`config.mk`:
```
export PLATFORM = sky130hd
export DESIGN_NAME = div_seq
export DESIGN_NICKNAME = d
export VERILOG_FILES = /design/src/rtl/div_pkg.sv /design/src/rtl/div_seq_twos_neg.sv /design/src/rtl/div_seq.sv
export SDC_FILE = /design/constraint.sdc
export NUM_CORES = 1
export LEC_CHECK = 0
export ABC_AREA = 1
export BUFFER_PORTS_ARGS = -buffer_cell sky130_fd_sc_hd__buf_2
export CORE_UTILIZATION = 40
export DETAILED_ROUTE_END_ITERATION = 6
export GPL_TIMING_DRIVEN = 0
export PLACE_DENSITY = 0.67
export SETUP_SLACK_MARGIN = 0.2
export SKIP_CTS_REPAIR_TIMING = 1
export SYNTH_ARGS = -nofsm -noshare
export SYNTH_HDL_FRONTEND = slang
export SYNTH_SLANG_ARGS = --single-unit
export TNS_END_PERCENT = 50
```
`constraint.sdc`:
```
create_clock -name clk -period 3 [get_ports clk]
set_input_delay 0.6 -clock clk [delete_from_list [all_inputs] [get_ports clk]]
set_output_delay 0.6 -clock clk [all_outputs]
set_load 0.005 [all_outputs]
```
`src/rtl/div_pkg.sv`:
```
// div_pkg: shared types and constants for the sequential divider.
// Holds the FSM state encoding, default width and divide-by-zero quotient.
package div_pkg;

    localparam int DIV_WIDTH = 32;
    localparam int DIV_ITERS = DIV_WIDTH;

    localparam logic [DIV_WIDTH-1:0] DIV_BY_ZERO_Q = '1;

    typedef enum logic [1:0] {
        IDLE = 2'd0,
        CALC = 2'd1,
        FIX  = 2'd2,
        DONE = 2'd3
    } div_state_t;

endpackage

```
`src/rtl/div_seq_twos_neg.sv`:
```
// twos_neg: combinational conditional two's-complement negate.
// Ports: value (in), en (negate when 1), result = en ? -value : value.
module twos_neg
    import div_pkg::*;
#(
    parameter int WIDTH = DIV_WIDTH
) (
    input  logic [WIDTH-1:0] value,
    input  logic             en,
    output logic [WIDTH-1:0] result
);

    always_comb begin
        result = value;
        if (en) begin
            result = ~value + WIDTH'(1);
        end
    end

endmodule

```
`src/rtl/div_seq.sv`:
```
// div_seq: multi-cycle radix-2 restoring divider for MIPS DIV / DIVU.
// Ports: clk, reset (sync, active-high), start, is_signed, dividend,
//   divisor -> busy, done (1-cycle pulse), q (LO), r (HI), div_by_zero.
module div_seq
    import div_pkg::*;
#(
    parameter int WIDTH = DIV_WIDTH,
    parameter int CNT_W = 6
) (
    input  logic             clk,
    input  logic             reset,
    input  logic             start,
    input  logic             is_signed,
    input  logic [WIDTH-1:0] dividend,
    input  logic [WIDTH-1:0] divisor,
    output logic             busy,
    output logic             done,
    output logic [WIDTH-1:0] q,
    output logic [WIDTH-1:0] r,
    output logic             div_by_zero
);

    localparam logic [CNT_W-1:0] LAST = CNT_W'(WIDTH - 1);
    localparam logic [WIDTH-1:0] DBZ_Q = WIDTH'(DIV_BY_ZERO_Q);

    div_state_t state;

    logic [CNT_W-1:0] cnt;
    logic [WIDTH-1:0] rem;
    logic [WIDTH-1:0] quo;
    logic [WIDTH-1:0] dvs_mag;
    logic [WIDTH-1:0] dvd_raw;
    logic             dvs_zero;
    logic             neg_q;
    logic             neg_r;

    logic             dvd_neg_en;
    logic             dvs_neg_en;
    logic [WIDTH-1:0] dvd_mag_in;
    logic [WIDTH-1:0] dvs_mag_in;
    logic [WIDTH-1:0] q_fix;
    logic [WIDTH-1:0] r_fix;

    assign dvd_neg_en = is_signed & dividend[WIDTH-1];
    assign dvs_neg_en = is_signed & divisor[WIDTH-1];

    twos_neg #(.WIDTH(WIDTH)) u_dvd_mag (
        .value  (dividend),
        .en     (dvd_neg_en),
        .result (dvd_mag_in)
    );

    twos_neg #(.WIDTH(WIDTH)) u_dvs_mag (
        .value  (divisor),
        .en     (dvs_neg_en),
        .result (dvs_mag_in)
    );

    twos_neg #(.WIDTH(WIDTH)) u_q_fix (
        .value  (quo),
        .en     (neg_q),
        .result (q_fix)
    );

    twos_neg #(.WIDTH(WIDTH)) u_r_fix (
        .value  (rem),
        .en     (neg_r),
        .result (r_fix)
    );

    // One restoring step. The shifted partial remainder is WIDTH+1
    // bits; its top bit set means it already exceeds any divisor, so
    // the low WIDTH bits of the difference are the true remainder.
    logic [WIDTH:0]   sh;
    logic [WIDTH:0]   sub;
    logic             fits;
    logic [WIDTH-1:0] rem_nxt;
    logic [WIDTH-1:0] quo_nxt;

    assign sh      = {rem, quo[WIDTH-1]};
    assign sub     = {1'b0, sh[WIDTH-1:0]} - {1'b0, dvs_mag};
    assign fits    = sh[WIDTH] | ~sub[WIDTH];
    assign rem_nxt = fits ? sub[WIDTH-1:0] : sh[WIDTH-1:0];
    assign quo_nxt = {quo[WIDTH-2:0], fits};

    always_ff @(posedge clk) begin
        if (reset) begin
            state       <= IDLE;
            cnt         <= '0;
            rem         <= '0;
            quo         <= '0;
            dvs_mag     <= '0;
            dvd_raw     <= '0;
            dvs_zero    <= 1'b0;
            neg_q       <= 1'b0;
            neg_r       <= 1'b0;
            busy        <= 1'b0;
            done        <= 1'b0;
            q           <= '0;
            r           <= '0;
            div_by_zero <= 1'b0;
        end else begin
            unique case (state)
                IDLE: begin
                    done <= 1'b0;
                    if (start) begin
                        dvd_raw  <= dividend;
                        dvs_zero <= (divisor == '0);
                        neg_q    <= dvd_neg_en ^ dvs_neg_en;
                        neg_r    <= dvd_neg_en;
                        quo      <= dvd_mag_in;
                        dvs_mag  <= dvs_mag_in;
                        rem      <= '0;
                        cnt      <= '0;
                        busy     <= 1'b1;
                        state    <= CALC;
                    end
                end
                CALC: begin
                    rem <= rem_nxt;
                    quo <= quo_nxt;
                    cnt <= cnt + CNT_W'(1);
                    if (cnt == LAST) begin
                        state <= FIX;
                    end
                end
                FIX: begin
                    if (dvs_zero) begin
                        q           <= DBZ_Q;
                        r           <= dvd_raw;
                        div_by_zero <= 1'b1;
                    end else begin
                        q           <= q_fix;
                        r           <= r_fix;
                        div_by_zero <= 1'b0;
                    end
                    busy  <= 1'b0;
                    done  <= 1'b1;
                    state <= DONE;
                end
                DONE: begin
                    done  <= 1'b0;
                    state <= IDLE;
                end
                default: begin
                    busy  <= 1'b0;
                    done  <= 1'b0;
                    state <= IDLE;
                end
            endcase
        end
    end

endmodule

```
==> Word level (Yosys, flattened, before mapping) <==
Index checks and enable logic that the tools add are counted.
{ "word_totals": {"register_bits": 206, "in_bits": 68, "output_inout_bits": 67, "wordCells": 65} }
{ "classes": {"addsub": 6, "n_eq_ne": 6, "n_mux": 20, "n_bitwise": 9, "reduce_logical": 10} }
{ "ops": {"columns": ["operator", "count"], "rows": [
  ["2-to-1 mux 32 bit", 9],
  ["adder 32 x 1 -> 32 bit, second input constant", 4],
  ["inverter 32 bit", 4],
  ["case mux 32 bit (2 select lines)", 2],
  ["subtractor 32 x 32 -> 33 bit", 1],
  ["zero test 32 bit", 1],
  ["case mux 6 bit (2 select lines)", 1],
  ["case mux 2 bit (4 select lines)", 1],
  ["AND reduction 2 bit", 4],
  ["adder 6 x 1 -> 6 bit, second input constant", 1],
  ["== test 6 x 5 -> 1 bit, second input constant", 1],
  ["2-to-1 mux 6 bit", 1],
  ["nonzero test 2 bit", 3],
  ["== test 2 bit, second input constant", 2],
  ["2-to-1 mux 2 bit", 2],
  ["inequality test 2 bit, second input constant", 2],
  ["case mux 1 bit (2 select lines)", 2],
  ["bitwise AND 1 bit", 2],
  ["== test 2 x 1 -> 1 bit, second input constant", 1],
  ["zero test 2 bit", 1],
  ["2-to-1 mux 1 bit", 2],
  ["OR reduction 2 bit", 1],
  ["inverter 1 bit", 1],
  ["bitwise OR 1 bit", 1],
  ["bitwise XOR 1 bit", 1]
]} }

==> Logic depth before layout (Yosys ltp) <==
{ "depth": {"ltp_word": 5, "depth_mapped": 17, "ltp_nobuf": 16} }

==> Cells and area by module <==
A second synthesis with hierarchy kept.
{ "hier_totals": {"cells_unflattened": 2555, "hier_area_um2": 15242.1} }
{ "by_module_without_submodules": {"columns": ["module", "instances", "cells_each", "area_per_inst_um2"], "rows": [
  ["div_seq", 1, 1647, 10807.9],
  ["twos_neg", 4, 227, 1108.6]
]} }

==> Least setup slack after synthesis <==
Ideal clock, no wire load.
{ "synth_path": {"kind": "register to register", "start": "register quo[31]", "end": "register rem[28]", "t_arrival_ps": 2022, "required_ps": 2867, "path_slack_ps": 844, "stages_incl_launch_ff": 17, "synth_period_minus_slack_ps": 2156, "path_cell_list": "dfxtp_1 -> inv_1 -> ha_1 -> fa_1 -> inv_1 -> nand2_1 -> nand2_1 -> nand3_1 -> nand2_2 -> nand2_2 -> nand2_2 -> nand3_4 -> nand2_4 -> buf_4 -> nand3_1 -> nand2_1 -> a21oi_2"} }
{ "synth_via": {"elab_chain_len": 5} }
{ "synth_rtl": {"columns": ["item", "line_no", "text"], "rows": [
  ["start: declaration", "div_seq.sv:30", "logic [WIDTH-1:0] quo;"],
  ["start signal: assignment", "div_seq.sv:111", "quo <= dvd_mag_in;"],
  ["start signal: assignment", "div_seq.sv:121", "quo <= quo_nxt;"],
  ["subtractor 32 x 32 -> 33 bit *", "div_seq.sv:81", "assign sub = {1'b0, sh[WIDTH-1:0]} - {1'b0, dvs_mag};"],
  ["inverter 1 bit", "div_seq.sv:82", "assign fits = sh[WIDTH] | ~sub[WIDTH];"],
  ["bitwise OR 1 bit", "div_seq.sv:82", null],
  ["2-to-1 mux 32 bit *", "div_seq.sv:83", "assign rem_nxt = fits ? sub[WIDTH-1:0] : sh[WIDTH-1:0];"],
  ["case mux 32 bit (2 select lines) *", "div_seq.sv:103", "unique case (state)"],
  ["end signal: assignment", "div_seq.sv:120", "rem <= rem_nxt;"],
  ["end: declaration", "div_seq.sv:29", "logic [WIDTH-1:0] rem;"]
]} }
Mark *: on every way between the ends. The rest lies on a longest branch, timed or not.
A chain may end at the register's enable or synchronous reset.

==> Worst setup path after layout <==
{ "layout_path": {"start": "register state[0]", "end": "register rem[31]"} }
{ "layout_via": {"elab_chain_len": 3, "elab_cells_between_ends": 6, "cone_classes": "2 x eq/ne; 1 x mux; 3 x reduce/logical"} }
{ "layout_rtl": {"columns": ["item", "line_no", "text"], "rows": [
  ["start: declaration", "div_seq.sv:26", "div_state_t state;"],
  ["start signal: assignment", "div_seq.sv:88", "state <= IDLE;"],
  ["start signal: assignment", "div_seq.sv:116", "state <= CALC;"],
  ["start signal: assignment", "div_seq.sv:124", "state <= FIX;"],
  ["== test 2 x 1 -> 1 bit / zero test 2 bit (equally long branches)", "div_seq.sv:103", null],
  ["nonzero test 2 bit (no line) / inequality test 2 bit (equally long branches)", null, null],
  ["AND reduction 2 bit (no line)", null, null]
]} }
Parallel ways exist; a longest one is shown, timed or not.

==> impl_metrics.ini <==
[place]
dp_hpwl_microns = 45300
routabilityCongestion = 0.960
io_buffers = 133

[synthesis]
synthCells = 2411
ys_ff_latch = 206
ys_warn_count = 0
syn_avg_cell_area_sq_um = 5.96
syn-num-nets = 2521
synth.distinct_cells = 49
seq_area_frac_synth = 0.287
syn-cell-area_sq_mm = 0.0144

[worst_setup_path]
endpoint_kind = flop
cp-start-kind = flop
critPathArrivalTime_ps = 3200
crit_path_cell_trace = inv_1 > ha_1 > nand2_1 > o21ai_1 > inv_2 > buf_2 > buf_2 > nand2_1 > a21oi_1
critPathSlowestCell = dfxtp_1
criticalPathCategory = reg2reg
max_stage_delay_ps = 400
cp_data_required_time_ps = 3460
crit_path_max_fanout = 10

[timing]
maxSlewViolCount = 0
slew_headroom = 0.290
setup_viol = 0
finClkSkew_ps = 34.1
min_period_ps = 2730
worstMarginPinSlew_ps = 1070
hold_viol = 0
rsz0062_at_grt = true
timing.hold.ws_ps = 339
fin_crit_sh = 0.912
fmax_ghz = 0.366

[pwr]
leakagePower_nw = 8.02
ir_drop_mv = 0.502
p_total_w = 0.0138
power_density_mw_per_mm2 = 835

[floorplanning]
ios = 135
core_area_sq_mm = 0.0355
initial_utilization = 0.405
dieArea_sq_mm = 0.0367
rows = 69
dieHeight_microns = 192
die_w_microns = 192

[clock_tree]
cts_tree = built
htreeDepth = 1
cts_buffer_depth = 3
clkTransAtPathRegs_ps = 70
root_buffer = clkbuf_16
cts.sinks = 206
clk_latency_ps = 570
cts_inserted_buffers = 25

[final_layout]
nFillCells = 3931
nNetsFinal = 2682
area_growth_pct = 15.0
drive_above_1_share = 0.0976

[detailed_routing]
vias_per_cell = 5.43
ant_nets = 0
drc_errors = 0
post_drt_wl_per_cell_microns = 18.4
finalWirelength_microns = 56100
vias = 16600
firstDrtPassIters = 6
drt_iter0_markers = 1649

[global_route]
grt_pass1_vias = 15000
grt_max_degree = 15
antenna_found_initial = 1
grt_usage = 0.302
grt_pass1_wl_microns = 84500
grt_overflow = 0

[status]
outcome = finished, final reports clean

[worst_hold_path]
min_path_type = in2reg

[run]
max_cap_violations = 0
==> cells by family after synthesis <==
group                    count (synthesis)  synth area share
adder cells (fa/ha/maj)                 42            0.0371
XOR/XNOR                                44            0.0268
AO/OA/AOI/OAI                          450             0.169
AND/OR/NAND/NOR                       1189             0.351
flip-flops                             206             0.287
buffers and inverters                  480             0.129
==> final cells by class <==
class                      instances  area, sq um  area share
clock buffer                      33          716      0.0433
clock inverter                    13          179      0.0108
tap                              461          577      0.0349
buffer                            96          417      0.0252
multi-input combinational       1725         8400       0.508
sequential                       206         4130       0.250
inverter                         384         1440      0.0872
antenna                            1         2.50    0.000151
timing repair buffer             134          673      0.0407
==> flip-flops by register name, summed over array words and instances, names as in the netlist <==
name and flops:
q 32, state 2, cnt 6, dvs_zero 1, dvd_raw 32, rem 32
busy 1, div_by_zero 1, dvs_mag 32, quo 32, neg_q 1, neg_r 1
r 32, done 1
==> worst max-delay path: cells and delay by family, from the launching register on <==
kind,cells,cell delay [ps]
compound gates,2,470
buf+inv,4,1040
simple gates,2,490
fa+ha+maj,1,230
flops,1,400
==> synthesized netlist by cell type (all sizes together) <==
cell,count,area [sq um]
nor2,213,817
nand2,652,2470
ha,41,513
a31oi,45,282
and2,12,76.3
nand3b,7,52.6
nor3b,3,22.5
xnor2,15,131
a2111oi,1,8.76
a221oi,1,8.76
a211oi,1,7.51
nor4,4,25.0
or2,9,56.3
nor3,21,115
o221a,1,11.3
clkinv,7,26.3
clkbuf,66,249
fa,1,20.0
xor2,29,254
o221ai,3,26.3
nand3,242,1250
a21oi,198,1020
buf,30,164
o21bai,1,7.51
o41ai,1,8.76
o211ai,20,150
inv,377,1420
o31ai,3,22.5
and3,1,6.26
dfxtp,206,4120
nand4,25,156
o21ai,175,880
==> layout by cell type (no fill, tap or decap), drive strengths merged, types with 15 or more instances in the layout <==
cell	synthesis	layout
a21oi	198	198
a31oi	45	45
buf	30	164
clkbuf	66	99
dfxtp	206	206
ha	41	41
inv	377	381
nand2	652	652
nand3	242	242
nand4	25	25
nor2	213	213
nor3	21	21
o211ai	20	20
o21ai	175	175
xnor2	15	15
xor2	29	29
==> layer usage <==
metal / GRT usage / share of wire
met5: 0 / 0
met1: 0.441 / 0.47
met4: 0.0754 / 0.024
met3: 0.0419 / 0.084
met2: 0.461 / 0.43
==> stage by stage <==
stage | area [sq um] | worst slack, ps | std cells | TNS, ps | util
after floorplan | 14400 | 844 | 2411 | 0 | -
after global placement | 15600 | -179 | 3005 | -408 | 0.440
after detailed placement | 15600 | -139 | 3005 | -293 | 0.440
after CTS | 16500 | -147 | 3051 | -330 | 0.465
after global routing | 16500 | 167 | 3053 | 0 | 0.466
final | 16500 | 265 | 3053 | 0 | 0.466
==> where the power goes <==
group | total [W] | internal [W] | switching [W] | leakage, nW
logic | 0.00669 | 0.00200 | 0.00469 | 5.90
registers | 0.00381 | 0.00335 | 0.000467 | 1.68
clock network | 0.00331 | 0.00196 | 0.00134 | 0.436
==> worst paths after layout <==
path	slack, ps	endpoint	cells past startpoint	startpoint
worst max-delay path	270	rem[31]	9	state[0]
worst min-delay path	340	dvs_mag[31]	3	divisor[31]
worst max register to register	270	rem[31]	9	state[0]
worst min register to register	440	done	2	done
(Power assumes the default switching activity.)
